--- config.mk ---
export PLATFORM = sky130hd
export DESIGN_NAME = matmul_seq_2x2
export DESIGN_NICKNAME = d
export VERILOG_FILES = /design/src/rtl/matmul_seq_2x2.sv
export SDC_FILE = /design/constraint.sdc
export NUM_CORES = 1
export LEC_CHECK = 0
export ABC_CLOCK_PERIOD_IN_PS = 2300
export CORE_AREA = 2 2 159 161
export DETAILED_ROUTE_END_ITERATION = 10
export DIE_AREA = 0 0 161 163
export PLACE_DENSITY = 0.7
export SETUP_SLACK_MARGIN = 0.15
export SLEW_MARGIN = 20
export SYNTH_ARGS = -nofsm -noshare
export SYNTH_HDL_FRONTEND = slang
export SYNTH_SLANG_ARGS = --single-unit
--- constraint.sdc ---
create_clock -name clk -period 2.3 [get_ports clk]
set_clock_uncertainty 0.2 [all_clocks]
set_input_delay 0.46 -clock clk [delete_from_list [all_inputs] [get_ports clk]]
set_output_delay 0.46 -clock clk [all_outputs]
set_load 0.05 [all_outputs]
--- src/rtl/matmul_seq_2x2.sv ---
// matmul_seq_2x2
// Sequencer that computes C = A x B for signed 2x2 matrices on an external
// 2x2 MAC array. One job walks IDLE -> CLEAR -> K0 -> K1 -> SETTLE -> OUT.
// The accumulators are cleared first, then fed two rank-1 updates (k = 0, 1).
// The settled accumulators are captured into c_mat, which is held in OUT
// until the downstream handshake completes.
//
// Ports
//   clk, rst_n            clock, asynchronous active-low reset
//   in_valid / in_ready   job request handshake; a_mat, b_mat sampled on accept
//   out_valid / out_ready result handshake; c_mat stays valid while out_valid
//   mac_en, mac_clear     accumulate enable and clear to the MAC array
//   mac_a, mac_b          per-cell MAC operands, zero when not accumulating
//   mac_acc               per-cell accumulator values from the MAC array
//   busy                  high whenever the sequencer is not idle
//   job_count             completed jobs, wraps at 16 bits
module matmul_seq_2x2 #(
    parameter int DATA_W = 8,
    parameter int ACC_W  = 32
) (
    input  logic                     clk,
    input  logic                     rst_n,
    input  logic                     in_valid,
    output logic                     in_ready,
    input  logic signed [DATA_W-1:0] a_mat   [2][2],
    input  logic signed [DATA_W-1:0] b_mat   [2][2],
    output logic                     out_valid,
    input  logic                     out_ready,
    output logic signed [ACC_W-1:0]  c_mat   [2][2],
    output logic                     mac_en,
    output logic                     mac_clear,
    output logic signed [DATA_W-1:0] mac_a   [2][2],
    output logic signed [DATA_W-1:0] mac_b   [2][2],
    input  logic signed [ACC_W-1:0]  mac_acc [2][2],
    output logic                     busy,
    output logic [15:0]              job_count
);

    typedef enum logic [2:0] {
        S_IDLE,
        S_CLEAR,
        S_K0,
        S_K1,
        S_SETTLE,
        S_OUT
    } state_t;

    state_t                    state_q, state_d;
    logic signed [DATA_W-1:0]  a_q [2][2];
    logic signed [DATA_W-1:0]  a_d [2][2];
    logic signed [DATA_W-1:0]  b_q [2][2];
    logic signed [DATA_W-1:0]  b_d [2][2];
    logic signed [ACC_W-1:0]   c_q [2][2];
    logic signed [ACC_W-1:0]   c_d [2][2];
    logic [15:0]               job_count_q, job_count_d;
    // Low during reset and set at the first edge after release, so in_ready
    // stays low while rst_n is asserted even though the state is IDLE.
    logic                      live_q;
    logic                      accept;

    assign accept = in_valid && in_ready;

    always_comb begin
        state_d     = state_q;
        a_d         = a_q;
        b_d         = b_q;
        c_d         = c_q;
        job_count_d = job_count_q;
        in_ready    = (state_q == S_IDLE) && live_q;
        out_valid   = 1'b0;
        mac_en      = 1'b0;
        mac_clear   = 1'b0;
        busy        = (state_q != S_IDLE);

        case (state_q)
            S_IDLE: begin
                if (accept) begin
                    a_d     = a_mat;
                    b_d     = b_mat;
                    state_d = S_CLEAR;
                end
            end
            S_CLEAR: begin
                // Always clear before accumulating: an aborted job may have
                // left partial sums in the array.
                mac_clear = 1'b1;
                state_d   = S_K0;
            end
            S_K0: begin
                mac_en  = 1'b1;
                state_d = S_K1;
            end
            S_K1: begin
                mac_en  = 1'b1;
                state_d = S_SETTLE;
            end
            S_SETTLE: begin
                // The K1 update landed at the edge that entered SETTLE, so
                // mac_acc is final here.
                c_d     = mac_acc;
                state_d = S_OUT;
            end
            S_OUT: begin
                out_valid = 1'b1;
                if (out_ready) begin
                    job_count_d = job_count_q + 16'd1;
                    state_d     = S_IDLE;
                end
            end
            default: state_d = S_IDLE;
        endcase
    end

    always_ff @(posedge clk or negedge rst_n) begin
        if (!rst_n) begin
            state_q     <= S_IDLE;
            a_q         <= '{default: '0};
            b_q         <= '{default: '0};
            c_q         <= '{default: '0};
            job_count_q <= 16'd0;
            live_q      <= 1'b0;
        end else begin
            state_q     <= state_d;
            a_q         <= a_d;
            b_q         <= b_d;
            c_q         <= c_d;
            job_count_q <= job_count_d;
            live_q      <= 1'b1;
        end
    end

    // Operand fan-out: cell (i,j) sees row i of A and column j of B for the
    // current k, giving the outer product A[:,k] x B[k,:].
    genvar gi, gj;
    generate
        for (gi = 0; gi < 2; gi++) begin : g_row
            for (gj = 0; gj < 2; gj++) begin : g_col
                assign mac_a[gi][gj] = (state_q == S_K0) ? a_q[gi][0] :
                                       (state_q == S_K1) ? a_q[gi][1] : '0;
                assign mac_b[gi][gj] = (state_q == S_K0) ? b_q[0][gj] :
                                       (state_q == S_K1) ? b_q[1][gj] : '0;
                assign c_mat[gi][gj] = c_q[gi][gj];
            end
        end
    endgenerate

    assign job_count = job_count_q;

endmodule

# Yosys cells after proc, flatten, opt, wreduce, memory -nomap -nowiden
# Index checks and enable logic that the tools add are counted.
totals:
  mem_bits_ro: 0
  mem_bits_rw: 0
  regBits: 212
  input_bits: 196
  word_cells: 45
  mem_count: 0
  latchBits: 0
  output_inout_bits: 213
classes:
  bitwise_logic: 0
  shift: 0
  n_lt_le_gt_ge: 0
  n_reduce_logical: 8
  n_mux: 14
  eq_ne: 7
  n_div: 0
  multipliers: 0
  addsub: 1
op_table:
  columns: ["op", "n"]
  rows:
  - ["$mux 8", 8]
  - ["$pmux 3 s6", 1]
  - ["$add 16x1->16 const B", 1]
  - ["$eq 3x2->1 const B", 2]
  - ["$eq 3x3->1 const B", 2]
  - ["$mux 3", 2]
  - ["$reduce_and 2->1", 3]
  - ["$ne 2x2->1 const B", 2]
  - ["$eq 3x1->1 const B", 1]
  - ["$logic_not 3->1", 1]
  - ["$mux 1", 3]
  - ["$reduce_bool 3->1", 1]
  - ["$logic_and 1x1->1", 2]
  - ["$reduce_or 2->1", 1]

# Longest topological paths before layout
# Gate-level depths: netlist of the first run.
depth:
  word_depth: 5
  depth_mapped: 6

# Least setup slack after synthesis of the first run
# Ideal clock, no wire load.
synth_path:
  path_kind: "reg2out"
  startpoint: "register state_q[0]"
  endpoint: "output mac_clear"
  path_buffers: 3
  stages_incl_launch_ff: 5
  t_arrival_ns: 2.114
  slack_ns: -0.474
  path_cell_list: "dfrtp_1 > buf_6 > buf_2 > buf_2 > nor3b_1"
synth_between:
  elab_chain_len: 2
synth_lines:
  columns: ["item", "line", "source"]
  rows:
  - ["from (decl)", "48", "state_t state_q, state_d;"]
  - ["from (signal assigned)", "123", "state_q <= state_d;"]
  - ["$eq 3x1->1", "75", "case (state_q)"]
  - ["$mux 1", "75", null]
  - ["to (decl)", "31", "output logic mac_clear,"]
# Every way passes these cells.

==> results of run 1 <==
## metrics by stage
step	TNS [ps]	hold slack (ps)	total power (uW)	utilization [%]
2_1_floorplan	0	-35.6	17000	-
3_5_place_dp	0	245	22600	57.8
4_1_cts	-8420	274	26200	61.4
3_3_place_gp	0	247	22400	57.8
6_report	-6620	267	26300	62.5
5_1_grt	-12150	304	27400	62.5
## sequential cells by signal (all words and copies together) (netlist names)
register	flops
c_mat	128
a_q	32
b_q	32
job_count	16
state_q	3
live_q	1
## metal layers
metal	global-route usage, %	up-vias
met4	5.07	0
met3	5.78	35
li1	-	2892
met5	0	-
met2	33.0	269
met1	22.8	3125
## synth_stat cells (all sizes together), types with 2 or more instances
cell type,count
nand2,10
xor2,2
mux2,192
xnor2,14
nor4,3
inv,3
buf,60
nor3,3
mux2i,32
nand3,8
nor3b,3
nor2,34
and2,2
nand2b,2
clkbuf,4
nand4,4
dfrtp,212
## cells by family (layout without fill, tap and decap cells)
kind of cell | count (synthesis) | after routing | synth area share, %
muxes | 224 | 224 | 29.5
DFF | 212 | 212 | 58.6
and+or+nand+nor | 74 | 76 | 4.55
buffers and inverters | 67 | 497 | 5.41
xor gates and xnor gates | 16 | 16 | 1.55
AOI/OAI and AO/OA | 2 | 2 | 0.194
adders and majority gates | 1 | 1 | 0.138
other | 1 | 4 | 0.0414
## power by group
group	internal (uW)	switching [uW]
clock	2260	1490
sequential	5520	1050
combinational	6590	9430
total	14400	12000
## area by class of cell
class,instances,area (um^2)
Multi-Input combinational cell,320,3700
Clock inverter,7,62.6
Antenna cell,3,7.51
Inverter,3,13.8
Fill cell,1859,9250
Timing Repair Buffer,451,5200
Tap cell,330,413
Sequential cell,212,5310
Clock buffer,36,717
## path summary, 6_finish.rpt
| check | from | end | slack [ps] |
|---|---|---|---|
| min in group clk | job_count[15] | job_count[15] | 270 |
| max reg2reg | state_q[0] | b_q[18] | 10 |
| min | rst_n | a_q[5] | 270 |
| min reg2reg | job_count[15] | job_count[15] | 270 |
| max | state_q[0] | mac_b[4] | -130 |
| max in group asynchronous | rst_n | c_mat[62] | 900 |
## timing repair
item                                    CTS  global route
endpoints found under the setup margin  195           102
pin swaps                                 4             8
endpoints found under the hold margin    54             0
setup buffers                             9             5
hold buffers                              1             0
resized for setup                       173            30
cloned                                    2             6
==> results.py, run 1 <==
metrics = {
    "placement": {
        "dpl_cell_area_um2": 14300,
        "gp_congestion": 0.777,
        "dpl_worst_slack_ps": 88.4,
        "hpwl_um": 18800,
        "dpl.cell_count": 1293,
        "port_buffers": 408,
    },
    "critical_path": {
        "worstSetupEndpointType": "output port",
        "cp.arrival_ps": 1770,
        "critPathBufInv": 2,
        "critPathTopFamily": "flip-flops",
        "critPathMaxFanout": 13,
        "reg2reg_depth": 8,
        "crit_slowest_cell": "dfrtp_2",
        "path_cells": "clkbuf_16 > mux2i_4 > nor2_4 > buf_12",
        "worst-path-stages": 4,
        "crit_path_max_incr_delay_ps": 470,
        "worstSetupPathType": "reg -> out",
        "crit_path_start_kind": "flop",
        "required_ps": 1640,
    },
    "synth": {
        "async_reset_ff_share_pct": 100,
        "postSynthCellCount": 597,
        "ys_seq_area_share_pct": 58.6,
        "ys_top_cells_by_area": "dfrtp_1, mux2_2, mux2_4, buf_4, mux2i_1",
        "synth_cell_types": 32,
        "syn-num-nets": 794,
        "synth_ff_type": "dfrtp_1",
        "synth-edff-count": 0,
        "ys_warn_count": 0,
        "syn_avg_cell_area_um2": 15.2,
        "yosys.area.top_type": "dfrtp_1",
        "synth_top_area_share_pct": 58.6,
        "synth_seq_cells": 212,
        "syn_area_um2": 9050,
    },
    "floorplanning": {
        "ioPinCount": 409,
        "start_util_pct": 36.7,
        "die_y_um": 163,
        "dieWidth_um": 161,
        "core_um2": 24700,
        "fp-row-count": 58,
        "die_area_um2": 26200,
    },
    "timing": {
        "hold_viol": 0,
        "setup_ws_ps": -132,
        "rsz0062_at_grt": "true",
        "fin_crit_sh_pct": 106,
        "post-route-min-period_ps": 2430,
        "timing.fmax_mhz": 411,
        "worst_pin_slew_ps": 556,
        "slew_viol_final": 0,
        "setup_viol": 68,
        "maxSlewHeadroom_pct": 63.1,
    },
    "cts": {
        "cts_tree": "done",
        "cts_made_buffers": 24,
        "clk_pin_slew_ps": 60,
        "cts_buffer_depth": 3,
        "cts_max_level": 1,
        "clock_latency_ps": 500,
        "clock_sink_count": 212,
        "clock-root-buffer": "clkbuf_16",
    },
    "outcome": {
        "status": "complete, but fails checks",
        "violations": "negative setup slack",
    },
    "finish": {
        "drive_above_1_share_pct": 42.5,
        "fin_area_um2": 15400,
        "area_growth_pct": 70.4,
        "stdcell_count": 1362,
        "final_cell_mix": "dfrtp_1, clkdlybuf4s50_1, mux2_2, dlygate4sd2_1, buf_12",
        "layout_commonest_cell": "dfrtp_1",
        "nets": 1209,
    },
    "pwr": {
        "powerDensity_nw_per_um2": 1710,
        "ir_drop_mv": 1.13,
        "power.leakage_uw": 0.00685,
    },
    "global_routing": {
        "grt_pass1_vias": 6823,
        "grt_overflow": 0,
        "antenna_found_initial": 2,
        "grt_max_degree": 61,
        "grt_usage_pct": 18.9,
        "grt_pass1_wl_um": 39000,
    },
    "routing": {
        "drt_iter0_drc": 233,
        "wl_um": 26100,
        "drt_first_pass_iters": 4,
        "met1Wirelength_um": 10000,
        "ant_nets": 0,
        "wl_per_cell_um": 19.1,
        "route.met2.wl_um": 13400,
        "vias": 6321,
        "viasPerCell": 4.64,
        "wl_met3_um": 2190,
        "routed.top_layer": "met4",
        "post-route-drc-count": 0,
    },
    "run": {
        "drv_cap": 0,
    },
    "worst_hold_path": {
        "hp-class": "in -> async",
    },
}
Power figures use the tool's default switching activity.
==> inputs of run 2 (changes only) <==
Settings changed: ABC_CLOCK_PERIOD_IN_PS 2300 to 3100, CORE_AREA 2 2 159 161 to 2 2 158 160, CTS_CLUSTER_DIAMETER set to 50, DIE_AREA 0 0 161 163 to 0 0 160 162, PLACE_DENSITY 0.7 to 0.71.
Clock period 2.3 ns to 3.1 ns, I/O delays scaled along.
==> run 2 against run 1 <==
  * The flow now finishes without violations
  * Sequential power shrank 26%
  * Combinational power fell by 29%
  * Via count down 3.4%
  * Cell area is 3.5% lower
  * Non-clock buffer count decreased by 30
  * Final cell count down 2.2%
==> results.py, run 2 (synthesis gave the netlist of run 1 again) <==
metrics = {
    "cts": {
        "clock_latency_ps": 520,
        "cts_made_buffers": 29,
        "clk_pin_slew_ps": 60,
        "cts_buffer_depth": 3,
        "cts_tree": "done",
        "clock-root-buffer": "clkbuf_16",
        "cts_max_level": 1,
        "clock_sink_count": 212,
    },
    "finish": {
        "drive_above_1_share_pct": 33.2,
        "fin_area_um2": 14900,
        "nets": 1182,
        "area_growth_pct": 64.5,
        "largest_reg_flops": 128,
        "final_cell_mix": "clkdlybuf4s50_1, dfrtp_1, mux2_2, buf_12, mux2_4",
        "stdcell_count": 1332,
        "layout_commonest_cell": "clkdlybuf4s50_1",
    },
    "floorplanning": {
        "ioPinCount": 409,
        "die_area_um2": 25900,
        "die_y_um": 162,
        "core_um2": 24100,
        "start_util_pct": 37.5,
        "fp-row-count": 57,
        "dieWidth_um": 160,
    },
    "global_routing": {
        "grt_max_degree": 74,
        "grt_pass1_vias": 6718,
        "antenna_found_initial": 2,
        "grt_usage_pct": 18.8,
        "grt_overflow": 0,
        "grt_pass1_wl_um": 38500,
    },
    "run": {
        "drv_cap": 0,
    },
    "routing": {
        "drt_iter0_drc": 205,
        "post-route-drc-count": 0,
        "vias": 6105,
        "wl_per_cell_um": 18.4,
        "route.met2.wl_um": 12200,
        "drt_first_pass_iters": 4,
        "viasPerCell": 4.58,
        "routed.top_layer": "met4",
        "wl_um": 24600,
        "ant_nets": 0,
        "wl_met3_um": 2240,
        "met1Wirelength_um": 9480,
    },
    "placement": {
        "dpl_cell_area_um2": 13900,
        "hpwl_um": 18300,
        "dpl.cell_count": 1277,
        "gp_congestion": 0.748,
        "port_buffers": 408,
    },
    "pwr": {
        "ir_drop_mv": 0.752,
        "total_power_uw": 19400,
        "powerDensity_nw_per_um2": 1300,
        "power.leakage_uw": 0.00640,
    },
    "timing": {
        "slew_viol_final": 0,
        "maxSlewHeadroom_pct": 57.5,
        "hold_viol": 0,
        "setup_tns_ps": 0,
        "post-route-min-period_ps": 2940,
        "setup_viol": 0,
        "rsz0062_at_grt": "true",
        "fin_crit_sh_pct": 94.7,
        "worst_pin_slew_ps": 637,
        "timing.fmax_mhz": 341,
        "whs_ps": 271,
    },
    "critical_path": {
        "worstSetupPathType": "reg -> out",
        "r2r_slack_ps": 870,
        "cp.arrival_ps": 2120,
        "crit_path_start_kind": "flop",
        "worstSetupEndpointType": "output port",
        "required_ps": 2280,
        "critPathMaxFanout": 33,
    },
    "outcome": {
        "status": "complete, no violations",
    },
    "worst_hold_path": {
        "hp-class": "reg -> reg",
    },
}
[run 2: worst max-delay path: stages (launching register included)]
cell and delay, ps:
dfrtp_1 510, nand2b_1 250, buf_12 210, nor2_1 410
buf_12 200
[run 2: timing repair]
action | in CTS | in global routing
pin swaps | 0 | 0
hold buffers | 1 | 0
endpoints found under the setup margin | 12 | 47
endpoints found under the hold margin | 68 | 0
cloned | 0 | 0
buffers inserted | 0 | 0
resized for setup | 8 | 3
[run 2: per-stage QoR]
| step | utilization [%] | worst slack (ps) |
|---|---|---|
| detailed placement | 57.7 | 526 |
| CTS | 61.7 | 155 |
| floorplan | - | 166 |
| finish | 61.8 | 164 |
| global route | 61.8 | 77.6 |
| global placement | 57.7 | 533 |
[run 2: power by group]
part | leakage (uW) | switching (uW) | internal (uW) | total [uW]
clock | 0.000454 | 1250 | 1970 | 3220
combinational | 0.00339 | 6500 | 4780 | 11300
sequential | 0.00256 | 762 | 4090 | 4860
total | 0.00640 | 8520 | 10800 | 19400
[run 2: layout make-up]
cell class	instances	area [um^2]
diodes	2	5.00
clock inverters	18	184
inverters	3	11.3
flip-flops and latches	212	5310
repair buffers	421	4910
clock buffers	34	774
multi-input cells	318	3290
well taps	324	405
fillers	1874	9220
[run 2: metal layers]
metal	up-vias	GRT usage, %
met5	-	0
met4	0	6.27
met3	42	6.38
met2	277	32.2
met1	2970	22.3
li1	2816	-
[run 2: path summary, 6_finish.rpt]
kind,from,end,cells past startpoint
worst max-delay path,state_q[2],mac_b[14],4
worst min-delay path,job_count[15],job_count[15],1
worst max register to register,state_q[2],c_mat[43],4
worst min register to register,job_count[15],job_count[15],1
max in group asynchronous,rst_n,c_mat[111],3
min in group asynchronous,rst_n,a_q[0],2
==> inputs of run 3 (changes only) <==
Settings changed: GPL_ROUTABILITY_DRIVEN set to 1.
==> results of run 3 <==
Same layout as run 2: the final DEF is identical, and so are final timing and power.
